[config.mk]
export PLATFORM = sky130hd
export DESIGN_NAME = uart_rx_axis_flat
export DESIGN_NICKNAME = d
export VERILOG_FILES = /design/src/rtl/uart_pkg.sv /design/src/rtl/axi_stream_if.sv /design/src/rtl/uart_rx_fifo.sv /design/src/rtl/uart_rx_axis.sv /design/src/flat_wrapper.sv
export SDC_FILE = /design/constraint.sdc
export NUM_CORES = 1
export LEC_CHECK = 0
export BUFFER_PORTS_ARGS = -buffer_cell sky130_fd_sc_hd__buf_2
export CORE_MARGIN = 1
export CORE_UTILIZATION = 40
export DETAILED_ROUTE_END_ITERATION = 12
export GPL_TIMING_DRIVEN = 0
export SLEW_MARGIN = 20
export SYNTH_ARGS = -nofsm -noshare
export SYNTH_HDL_FRONTEND = slang
export SYNTH_SLANG_ARGS = --single-unit
[constraint.sdc]
create_clock -name clk -period 6.15 [get_ports clk]
set_input_delay 1.845 -clock clk [delete_from_list [all_inputs] [get_ports clk]]
set_output_delay 1.845 -clock clk [all_outputs]
set_load 0.05 [all_outputs]
[src/rtl/uart_pkg.sv]
// Shared types for the UART receiver: FSM state encoding and parity selectors.
package uart_pkg;

    typedef enum logic [2:0] {
        RX_IDLE,
        RX_START,
        RX_DATA,
        RX_PARITY,
        RX_STOP
    } uart_rx_state_t;

    localparam int unsigned PARITY_EVEN = 0;
    localparam int unsigned PARITY_ODD  = 1;

endpackage

[src/rtl/axi_stream_if.sv]
// AXI-stream beat bundle.
//   tdata  : payload
//   tvalid : source has a beat
//   tready : sink accepts the beat
interface axi_stream_if #(
    parameter int unsigned DATA_WIDTH = 8
);
    logic [DATA_WIDTH-1:0] tdata;
    logic                  tvalid;
    logic                  tready;

    modport master (output tdata, output tvalid, input  tready);
    modport slave  (input  tdata, input  tvalid, output tready);
endinterface

[src/rtl/uart_rx_fifo.sv]
// Small synchronous FIFO with a wrap bit on each pointer.
//   push/din : write at tail (accepted when not full, or full with a pop)
//   pop      : advance head when not empty
//   dout     : head entry; empty/full status
module uart_rx_fifo #(
    parameter int unsigned WIDTH = 8,
    parameter int unsigned DEPTH = 4
) (
    input  logic             clk,
    input  logic             rst,
    input  logic             push,
    input  logic [WIDTH-1:0] din,
    input  logic             pop,
    output logic [WIDTH-1:0] dout,
    output logic             empty,
    output logic             full
);
    localparam int unsigned AW = $clog2(DEPTH);

    logic [WIDTH-1:0] r_mem [DEPTH];
    logic [AW:0]      r_wr_ptr;
    logic [AW:0]      r_rd_ptr;
    logic             w_do_push;
    logic             w_do_pop;

    assign empty = (r_wr_ptr == r_rd_ptr);
    assign full  = (r_wr_ptr[AW] != r_rd_ptr[AW]) &&
                   (r_wr_ptr[AW-1:0] == r_rd_ptr[AW-1:0]);
    assign dout  = r_mem[r_rd_ptr[AW-1:0]];

    // A pop while full frees the slot the push writes into.
    assign w_do_push = push && (!full || pop);
    assign w_do_pop  = pop && !empty;

    always_ff @(posedge clk) begin
        if (rst) begin
            r_wr_ptr <= '0;
            r_rd_ptr <= '0;
            for (int i = 0; i < int'(DEPTH); i++) begin
                r_mem[i] <= '0;
            end
        end else begin
            if (w_do_push) begin
                r_mem[r_wr_ptr[AW-1:0]] <= din;
                r_wr_ptr                <= r_wr_ptr + (AW+1)'(1);
            end
            if (w_do_pop) begin
                r_rd_ptr <= r_rd_ptr + (AW+1)'(1);
            end
        end
    end

endmodule

[src/rtl/uart_rx_axis.sv]
// UART receiver presenting good bytes as AXI-stream beats through a FIFO.
//   clk, rst     : clock, synchronous active-high reset
//   clk_per_bit  : clocks per bit, latched at the start edge
//   uart_rx      : asynchronous serial input, idle high
//   uart_out     : stream master (tdata/tvalid/tready)
//   frame_err    : pulse, a stop sample was 0
//   parity_err   : pulse, parity mismatch
//   overrun      : pulse, good byte dropped on a full FIFO
//   rx_busy      : FSM not idle
module uart_rx_axis #(
    parameter int unsigned CLK_BITS   = 8,
    parameter int unsigned DATA_WIDTH = 8,
    parameter int unsigned PARITY_EN  = 0,
    parameter int unsigned PARITY_ODD = 0,
    parameter int unsigned STOP_BITS  = 1,
    parameter int unsigned DEPTH      = 4
) (
    input  logic                clk,
    input  logic                rst,
    input  logic [CLK_BITS-1:0] clk_per_bit,
    input  logic                uart_rx,
    axi_stream_if.master        uart_out,
    output logic                frame_err,
    output logic                parity_err,
    output logic                overrun,
    output logic                rx_busy
);
    import uart_pkg::uart_rx_state_t;
    import uart_pkg::RX_IDLE;
    import uart_pkg::RX_START;
    import uart_pkg::RX_DATA;
    import uart_pkg::RX_PARITY;
    import uart_pkg::RX_STOP;

    localparam int unsigned           BCNT_W      = $clog2(DATA_WIDTH + 1);
    localparam logic [BCNT_W-1:0]     LAST_BIT    = BCNT_W'(DATA_WIDTH - 1);
    localparam logic [1:0]            LAST_STOP   = 2'(STOP_BITS - 1);
    localparam logic                  PAR_ODD_BIT = 1'(PARITY_ODD);

    uart_rx_state_t        r_state, w_state_nxt;
    logic [1:0]            r_sync;
    logic [CLK_BITS-1:0]   r_timer, w_timer_nxt;
    logic [CLK_BITS-1:0]   r_cpb, w_cpb_nxt;
    logic [DATA_WIDTH-1:0] r_data, w_data_nxt;
    logic [BCNT_W-1:0]     r_bitcnt, w_bitcnt_nxt;
    logic [1:0]            r_stopcnt, w_stopcnt_nxt;
    logic                  r_par_bad, w_par_bad_nxt;
    logic                  r_stop_bad, w_stop_bad_nxt;
    logic                  r_frame_err, w_frame_err_nxt;
    logic                  r_parity_err, w_parity_err_nxt;
    logic                  r_overrun, w_overrun_nxt;
    logic                  r_rx_busy;
    logic                  w_rx_s, w_strobe, w_good, w_push, w_pop;
    logic                  w_empty, w_full;
    logic [DATA_WIDTH-1:0] w_dout;

    // Two-flop synchroniser on the raw pin.
    always_ff @(posedge clk) begin
        if (rst) r_sync <= 2'b11;
        else     r_sync <= {r_sync[0], uart_rx};
    end

    assign w_rx_s   = r_sync[1];
    assign w_strobe = (r_state != RX_IDLE) && (r_timer == '0);
    assign w_pop    = !w_empty && uart_out.tready;

    // Next-state, datapath and end-of-frame decisions.
    always_comb begin
        w_state_nxt      = r_state;
        w_timer_nxt      = w_strobe ? (r_cpb - CLK_BITS'(1)) : (r_timer - CLK_BITS'(1));
        w_cpb_nxt        = r_cpb;
        w_data_nxt       = r_data;
        w_bitcnt_nxt     = r_bitcnt;
        w_stopcnt_nxt    = r_stopcnt;
        w_par_bad_nxt    = r_par_bad;
        w_stop_bad_nxt   = r_stop_bad;
        w_frame_err_nxt  = 1'b0;
        w_parity_err_nxt = 1'b0;
        w_good           = 1'b0;

        case (r_state)
            RX_IDLE: begin
                w_timer_nxt = r_timer;
                if (!w_rx_s) begin
                    w_state_nxt    = RX_START;
                    w_cpb_nxt      = clk_per_bit;
                    w_timer_nxt    = clk_per_bit >> 1;
                    w_bitcnt_nxt   = '0;
                    w_stopcnt_nxt  = '0;
                    w_par_bad_nxt  = 1'b0;
                    w_stop_bad_nxt = 1'b0;
                end
            end
            RX_START: begin
                if (w_strobe) w_state_nxt = w_rx_s ? RX_IDLE : RX_DATA;
            end
            RX_DATA: begin
                if (w_strobe) begin
                    w_data_nxt = {w_rx_s, r_data[DATA_WIDTH-1:1]};
                    if (r_bitcnt == LAST_BIT) begin
                        w_bitcnt_nxt = '0;
                        w_state_nxt  = (PARITY_EN != 0) ? RX_PARITY : RX_STOP;
                    end else begin
                        w_bitcnt_nxt = r_bitcnt + BCNT_W'(1);
                    end
                end
            end
            RX_PARITY: begin
                if (w_strobe) begin
                    w_par_bad_nxt = (w_rx_s != (^r_data ^ PAR_ODD_BIT));
                    w_state_nxt   = RX_STOP;
                end
            end
            RX_STOP: begin
                if (w_strobe) begin
                    if (r_stopcnt == LAST_STOP) begin
                        // Leave at mid stop bit so the next start edge is caught.
                        w_state_nxt = RX_IDLE;
                        if (r_stop_bad || !w_rx_s) w_frame_err_nxt  = 1'b1;
                        else if (r_par_bad)        w_parity_err_nxt = 1'b1;
                        else                       w_good           = 1'b1;
                    end else begin
                        w_stopcnt_nxt  = r_stopcnt + 2'd1;
                        w_stop_bad_nxt = r_stop_bad | !w_rx_s;
                    end
                end
            end
            default: w_state_nxt = RX_IDLE;
        endcase

        w_push        = w_good && (!w_full || w_pop);
        w_overrun_nxt = w_good && w_full && !w_pop;
    end

    // State and datapath registers.
    always_ff @(posedge clk) begin
        if (rst) begin
            r_state      <= RX_IDLE;
            r_timer      <= '0;
            r_cpb        <= '0;
            r_data       <= '0;
            r_bitcnt     <= '0;
            r_stopcnt    <= '0;
            r_par_bad    <= 1'b0;
            r_stop_bad   <= 1'b0;
            r_frame_err  <= 1'b0;
            r_parity_err <= 1'b0;
            r_overrun    <= 1'b0;
            r_rx_busy    <= 1'b0;
        end else begin
            r_state      <= w_state_nxt;
            r_timer      <= w_timer_nxt;
            r_cpb        <= w_cpb_nxt;
            r_data       <= w_data_nxt;
            r_bitcnt     <= w_bitcnt_nxt;
            r_stopcnt    <= w_stopcnt_nxt;
            r_par_bad    <= w_par_bad_nxt;
            r_stop_bad   <= w_stop_bad_nxt;
            r_frame_err  <= w_frame_err_nxt;
            r_parity_err <= w_parity_err_nxt;
            r_overrun    <= w_overrun_nxt;
            r_rx_busy    <= (w_state_nxt != RX_IDLE);
        end
    end

    uart_rx_fifo #(
        .WIDTH (DATA_WIDTH),
        .DEPTH (DEPTH)
    ) u_fifo (
        .clk   (clk),
        .rst   (rst),
        .push  (w_push),
        .din   (w_data_nxt),
        .pop   (w_pop),
        .dout  (w_dout),
        .empty (w_empty),
        .full  (w_full)
    );

    assign uart_out.tdata  = w_dout;
    assign uart_out.tvalid = !w_empty;
    assign frame_err       = r_frame_err;
    assign parity_err      = r_parity_err;
    assign overrun         = r_overrun;
    assign rx_busy         = r_rx_busy;

endmodule
[src/flat_wrapper.sv]
// flat-port wrapper written by rule: the top's interface ports become plain ports
module uart_rx_axis_flat import uart_pkg::uart_rx_state_t; import uart_pkg::RX_IDLE; import uart_pkg::RX_START; import uart_pkg::RX_DATA; import uart_pkg::RX_PARITY; import uart_pkg::RX_STOP;
#(
    parameter int unsigned CLK_BITS   = 8,
    parameter int unsigned DATA_WIDTH = 8,
    parameter int unsigned PARITY_EN  = 0,
    parameter int unsigned PARITY_ODD = 0,
    parameter int unsigned STOP_BITS  = 1,
    parameter int unsigned DEPTH      = 4
)
  (clk, rst, clk_per_bit, uart_rx, frame_err, parity_err, overrun, rx_busy, uart_out_tdata, uart_out_tvalid, uart_out_tready);
  axi_stream_if #(.DATA_WIDTH(DATA_WIDTH)) uart_out_i ();
  input  logic clk;
  input  logic rst;
  input  logic [CLK_BITS-1:0] clk_per_bit;
  input  logic uart_rx;
  output logic frame_err;
  output logic parity_err;
  output logic overrun;
  output logic rx_busy;
  output wire logic [$bits(uart_out_i.tdata)-1:0] uart_out_tdata;
  output wire logic [$bits(uart_out_i.tvalid)-1:0] uart_out_tvalid;
  input wire logic [$bits(uart_out_i.tready)-1:0] uart_out_tready;
  assign uart_out_tdata = uart_out_i.tdata;
  assign uart_out_tvalid = uart_out_i.tvalid;
  assign uart_out_i.tready = uart_out_tready;
  uart_rx_axis #(.CLK_BITS(CLK_BITS), .DATA_WIDTH(DATA_WIDTH), .PARITY_EN(PARITY_EN), .PARITY_ODD(PARITY_ODD), .STOP_BITS(STOP_BITS), .DEPTH(DEPTH)) u_core (.clk(clk), .rst(rst), .clk_per_bit(clk_per_bit), .uart_rx(uart_rx), .uart_out(uart_out_i), .frame_err(frame_err), .parity_err(parity_err), .overrun(overrun), .rx_busy(rx_busy));
endmodule
* Word-level counts from Yosys, hierarchy flattened *
Memories as Yosys holds them, arrays and structs flattened. A register that Yosys moved wholly into a read port is not among the register bits.
Cells that the tools add are included.
Widths: inputs -> output; s select.

word-level totals
  memories kept = 1
  register bits = 47
  bits in writable memories = 32
  bits of input ports = 12
  logic and storage cells = 116

memory list
  name                 words  width  rd ports  clocked after memory_dff  write ports  RTL line            source
  u_core.u_fifo.r_mem  4      8      1         1                         4            uart_rx_fifo.sv:20  logic [WIDTH-1:0] r_mem [DEPTH];

cells by class
  eq/ne operators = 14
  bitwise operators = 5
  muxes and demuxes = 45
  add/subtract/negate cells = 6
  reduce and logical (&&, ||, !) cells = 30

operators with widths
  cell                 number
  $mux 8               6
  $mux 3               7
  $mux 1               17
  $sub 8x1->8 const B  2
  $pmux 3 s5           1
  $mux 2               7
  $mux 4               3
  $logic_and 1x1->1    8
  $logic_not 8->1      1
  $pmux 4 s2           1
  $reduce_or 8->1      1
  $reduce_xor 8->1     1
  $add 3x1->3 const B  2
  $eq 3x2->1 const B   2
  $ne 2x1->1 const B   3
  $reduce_and 3->1     2
  $reduce_bool 2->1    3
  $reduce_bool 3->1    2
  $reduce_or 5->1      1
  $add 4x1->4 const B  1
  $eq 4x3->1 const B   1
  $logic_not 1->1      4
  $ne 2x2->1 const B   2
  $not 1->1            4
  15 further kinds     18

* Depth between registers and ports, before layout *
  depth in word-level cells = 13
  depth in mapped cells = 10
  depth with buffers taken out = 9

* By module *
A second synthesis with hierarchy kept.

second synthesis, totals
  cell total of the unflattened synthesis = 388
  area total of the unflattened synthesis = 4055.1 um^2

by module, submodules not included
  module        cells an instance  instances  sequential area each (um^2)  area an instance (um^2)
  uart_rx_axis  244                1          820.8                        2133.3
  uart_rx_fifo  144                1          1121.1                       1921.8

* Least setup slack after synthesis *
OpenSTA, ideal clock, no wires.

  kind = input to register
  start point = input rst
  end point = memory u_core.u_fifo.r_mem[0][0] (enable)
  required time = 5816 ps
  setup slack = 2440 ps
  setup time = 334 ps
  arrival time = 3376 ps
  cell stages on the path = 6
  cells stage by stage = nand2b_1 -> or4b_1 -> buf_2 -> or3_1 -> buf_6 -> nand2b_1

RTL lines
  item                RTL line            source
  start: declaration  flat_wrapper.sv:14  input logic rst;
  end: declaration    uart_rx_fifo.sv:20

==> flow_summary.json <==
{
  "cap_violations": 0,
  "hold_class": "reg2reg",
  "reg2reg_to": "u_core.u_fifo.r_mem[0][4]$_SDFFCE_PN0P_",
  "synth_edf_count": 32,
  "grt_max_degree": 17,
  "setup_tns_ps": 0,
  "routed_wirelength_mm": 7.955,
  "ys_warn_count": 0,
  "yosysSeqAreaShare_pct": 50.95,
  "timing.slew.headroom_pct": 38.21,
  "max_slew.worst_pin.slew_ps": 925.0,
  "min_period_over_period_pct": 62.26,
  "cpPeakStageDelay_ps": 580,
  "period_needed_ps": 3829,
  "grt_use_met3_pct": 2.811,
  "row_count": 35,
  "status": "finished clean",
  "synth_common_cells": "nor2_1 (61), dfxtp_1 (49), edfxtp_1 (32), nand2_1 (27), a21oi_1 (25)",
  "critPathArrivalTime_ps": 1980,
  "port_buffers": 24,
  "gr-usage-all-layers_pct": 17.35,
  "cts_root_buffer": "clkbuf_8",
  "yosys.area.top_type": "dfxtp_1",
  "critPathRequiredTime_ps": 4300,
  "vias_per_cell": 5.173,
  "ios": 25,
  "diodes": 0,
  "start_util_pct": 41.25,
  "cts_buffer_depth": 2,
  "hold_start": "u_core.r_sync[0]$_SDFF_PP1_",
  "vias": 2809,
  "antenna_found_initial": 0,
  "grt_pass1_wl_mm": 13.47,
  "core-area_sq_um": 9240,
  "synthArstFlopShare_pct": 0,
  "overflow": 0,
  "wl_per_cell_um": 14.65,
  "synthDistinctLibCells": 51,
  "cts_setup_buffers": 0,
  "max_freq_mhz": 261.2,
  "h-tree-depth": 3,
  "postSynthNetCount": 391,
  "netlist_area_sq_um": 3811,
  "whs_endpoint": "u_core.r_sync[1]$_SDFF_PP1_",
  "grt_pass1_vias": 2687,
  "cp_max_fo": 8,
  "start_kind": "register",
  "p_per_area_nw_per_um2": 249.8,
  "num-nets-final": 426,
  "yosysMostFrequentCell": "nor2_1",
  "grt-busiest-layer": "met2",
  "p_leak_uw": 0.001575,
  "grt_util_met1_pct": 23.20,
  "path_cells": "clkbuf_1 > mux4_2 > buf_2",
  "cp-end-kind": "primary output",
  "ys.flop_type": "dfxtp_1",
  "detail-route-antenna-nets": 0,
  "drtPass1Iterations": 4,
  "die-area_sq_um": 9922,
  "finalHoldViolCount": 0,
  "drive_gt1_share_pct": 16.91,
  "synth-seq-cells": 81,
  "die_w_um": 99.61,
  "drc": 0,
  "gp_congestion": 0.8615,
  "synthTopCellsByArea": "dfxtp_1 (26%), edfxtp_1 (25%), nor2_1 (6.0%), mux4_2 (4.7%), mux2i_1 (4.2%)",
  "drtIter0Drc": 88,
  "holdWs_ps": 415.2,
  "vdd_drop_max_mv": 0.1118,
  "finClkSkew_ps": 9.539,
  "slowest_stage": "mux4_2",
  "path_clk_slew_ps": 80,
  "crit-reg2reg-launch": "u_core.r_state[2]$_SDFF_PP0_",
  "hold_buffers": 0,
  "cts_sinks": 81,
  "synth_cells": 374,
  "synth_top_area_share_pct": 25.74,
  "synth.avg_cell_area_sq_um": 10.19,
  "final-max-slew-violation-count": 0,
  "reg2reg_depth": 8,
  "cts_buffers": 9,
  "dp_cells": 527,
  "cts_tree": "yes",
  "setup-violations-final": 0,
  "rsz0062_at_grt": "false",
  "whs_path_depth": 1,
  "clk_latency_ps": 360,
  "grt_util_met2_pct": 28.26,
  "die_h_um": 99.61,
  "cts_resized": 0,
  "reg2reg_slack_ps": 3160,
  "dpl.hpwl_mm": 5.811,
  "stdcell_count": 543,
  "syn_to_final_growth_pct": 12.34,
  "worstSetupPathType": "reg2out",
  "total_power_uw": 1070
}
## through the flow
step	instance area (sq um)	utilization (%)	worst slack (ps)
2_1_floorplan	3811	-	2440
3_3_place_gp	4093	44.29	2028
3_5_place_dp	4093	44.29	2003
4_1_cts	4282	46.34	2276
5_1_grt	4282	46.34	2173
6_report	4282	46.34	2321
## flip-flops by register name, summed over array words and instances (netlist names), named ones only
name                    count
u_core.frame_err            1
u_core.overrun              1
u_core.parity_err           1
u_core.r_bitcnt             4
u_core.r_cpb                8
u_core.r_data               8
u_core.r_par_bad            1
u_core.r_state              3
u_core.r_stop_bad           1
u_core.r_stopcnt            2
u_core.r_sync               2
u_core.r_timer              8
u_core.rx_busy              1
u_core.u_fifo.r_mem        32
u_core.u_fifo.r_rd_ptr      3
u_core.u_fifo.r_wr_ptr      3
## cell families after synthesis
logic type               synth area share, %
buffers and inverters                  3.118
AO/OA/AOI/OAI                          9.455
adder cells (fa/ha/maj)                1.641
XOR/XNOR                               4.268
AND/OR/NAND/NOR                        21.64
flip-flops                             50.95
multiplexers                           8.930
## cells in the final DEF, fill, tap and decap left out, types with 7 or more instances in the layout
master    netlist  routed
xnor2_1        13      13
nand3_1         8       8
buf_2           5      29
nor2_1         61      61
dfxtp_1        49      49
mux4_2          8       8
edfxtp_1       32      32
a211oi_1        7       7
nor2_2          8       8
o21ai_0         7       7
clkbuf_1       15      15
nor4_1          8       8
clkbuf_8        0       9
a21oi_1        25      25
mux2i_1        16      16
nand2_1        27      27
nand2b_1        7       7
## worst max-delay path: cells and delay by family, from the launching register on
family	cells	cell delay (ps)
buffers and inverters	2	740
flip-flops	1	310
multiplexers	1	580
## layout make-up
class,count,area (sq um)
Inverter,6,22.52
Buffer,22,96.34
Fill cell,897,4959
Timing Repair Buffer,24,120.1
Sequential cell,81,1942
Multi-Input combinational cell,265,1750
Clock inverter,7,65.06
Tap cell,129,161.4
Clock buffer,9,123.9
## report_power, final
| part | switching, uW | leakage [uW] | internal [uW] |
|---|---|---|---|
| combinational | 78.9 | 0.000763 | 43.2 |
| sequential | 10.3 | 0.000727 | 571 |
| clock | 213 | 0.0000852 | 153 |
## worst max-delay path by stage
stage,endpoint,cells after the start,slack (ps),start
after CTS,uart_out_tdata[1],3,2280,register
after global placement,u_core.u_fifo.r_mem[0][0]$_SDFFCE_PN0P_,7,2030,rst
after detailed placement,u_core.u_fifo.r_mem[0][3]$_SDFFCE_PN0P_,7,2000,rst
after floorplan,u_core.u_fifo.r_mem[0][0]$_SDFFCE_PN0P_,6,2440,rst
after global routing,uart_out_tdata[3],3,2170,register
final,uart_out_tdata[1],3,2320,register
## metal layers
metal	share of wire [%]	vias to the layer above
met3	3.2	10
met1	49	1337
met4	1.5	0
li1	-	1417
met5	0	-
met2	46	45
Power figures use the tool's default switching activity.
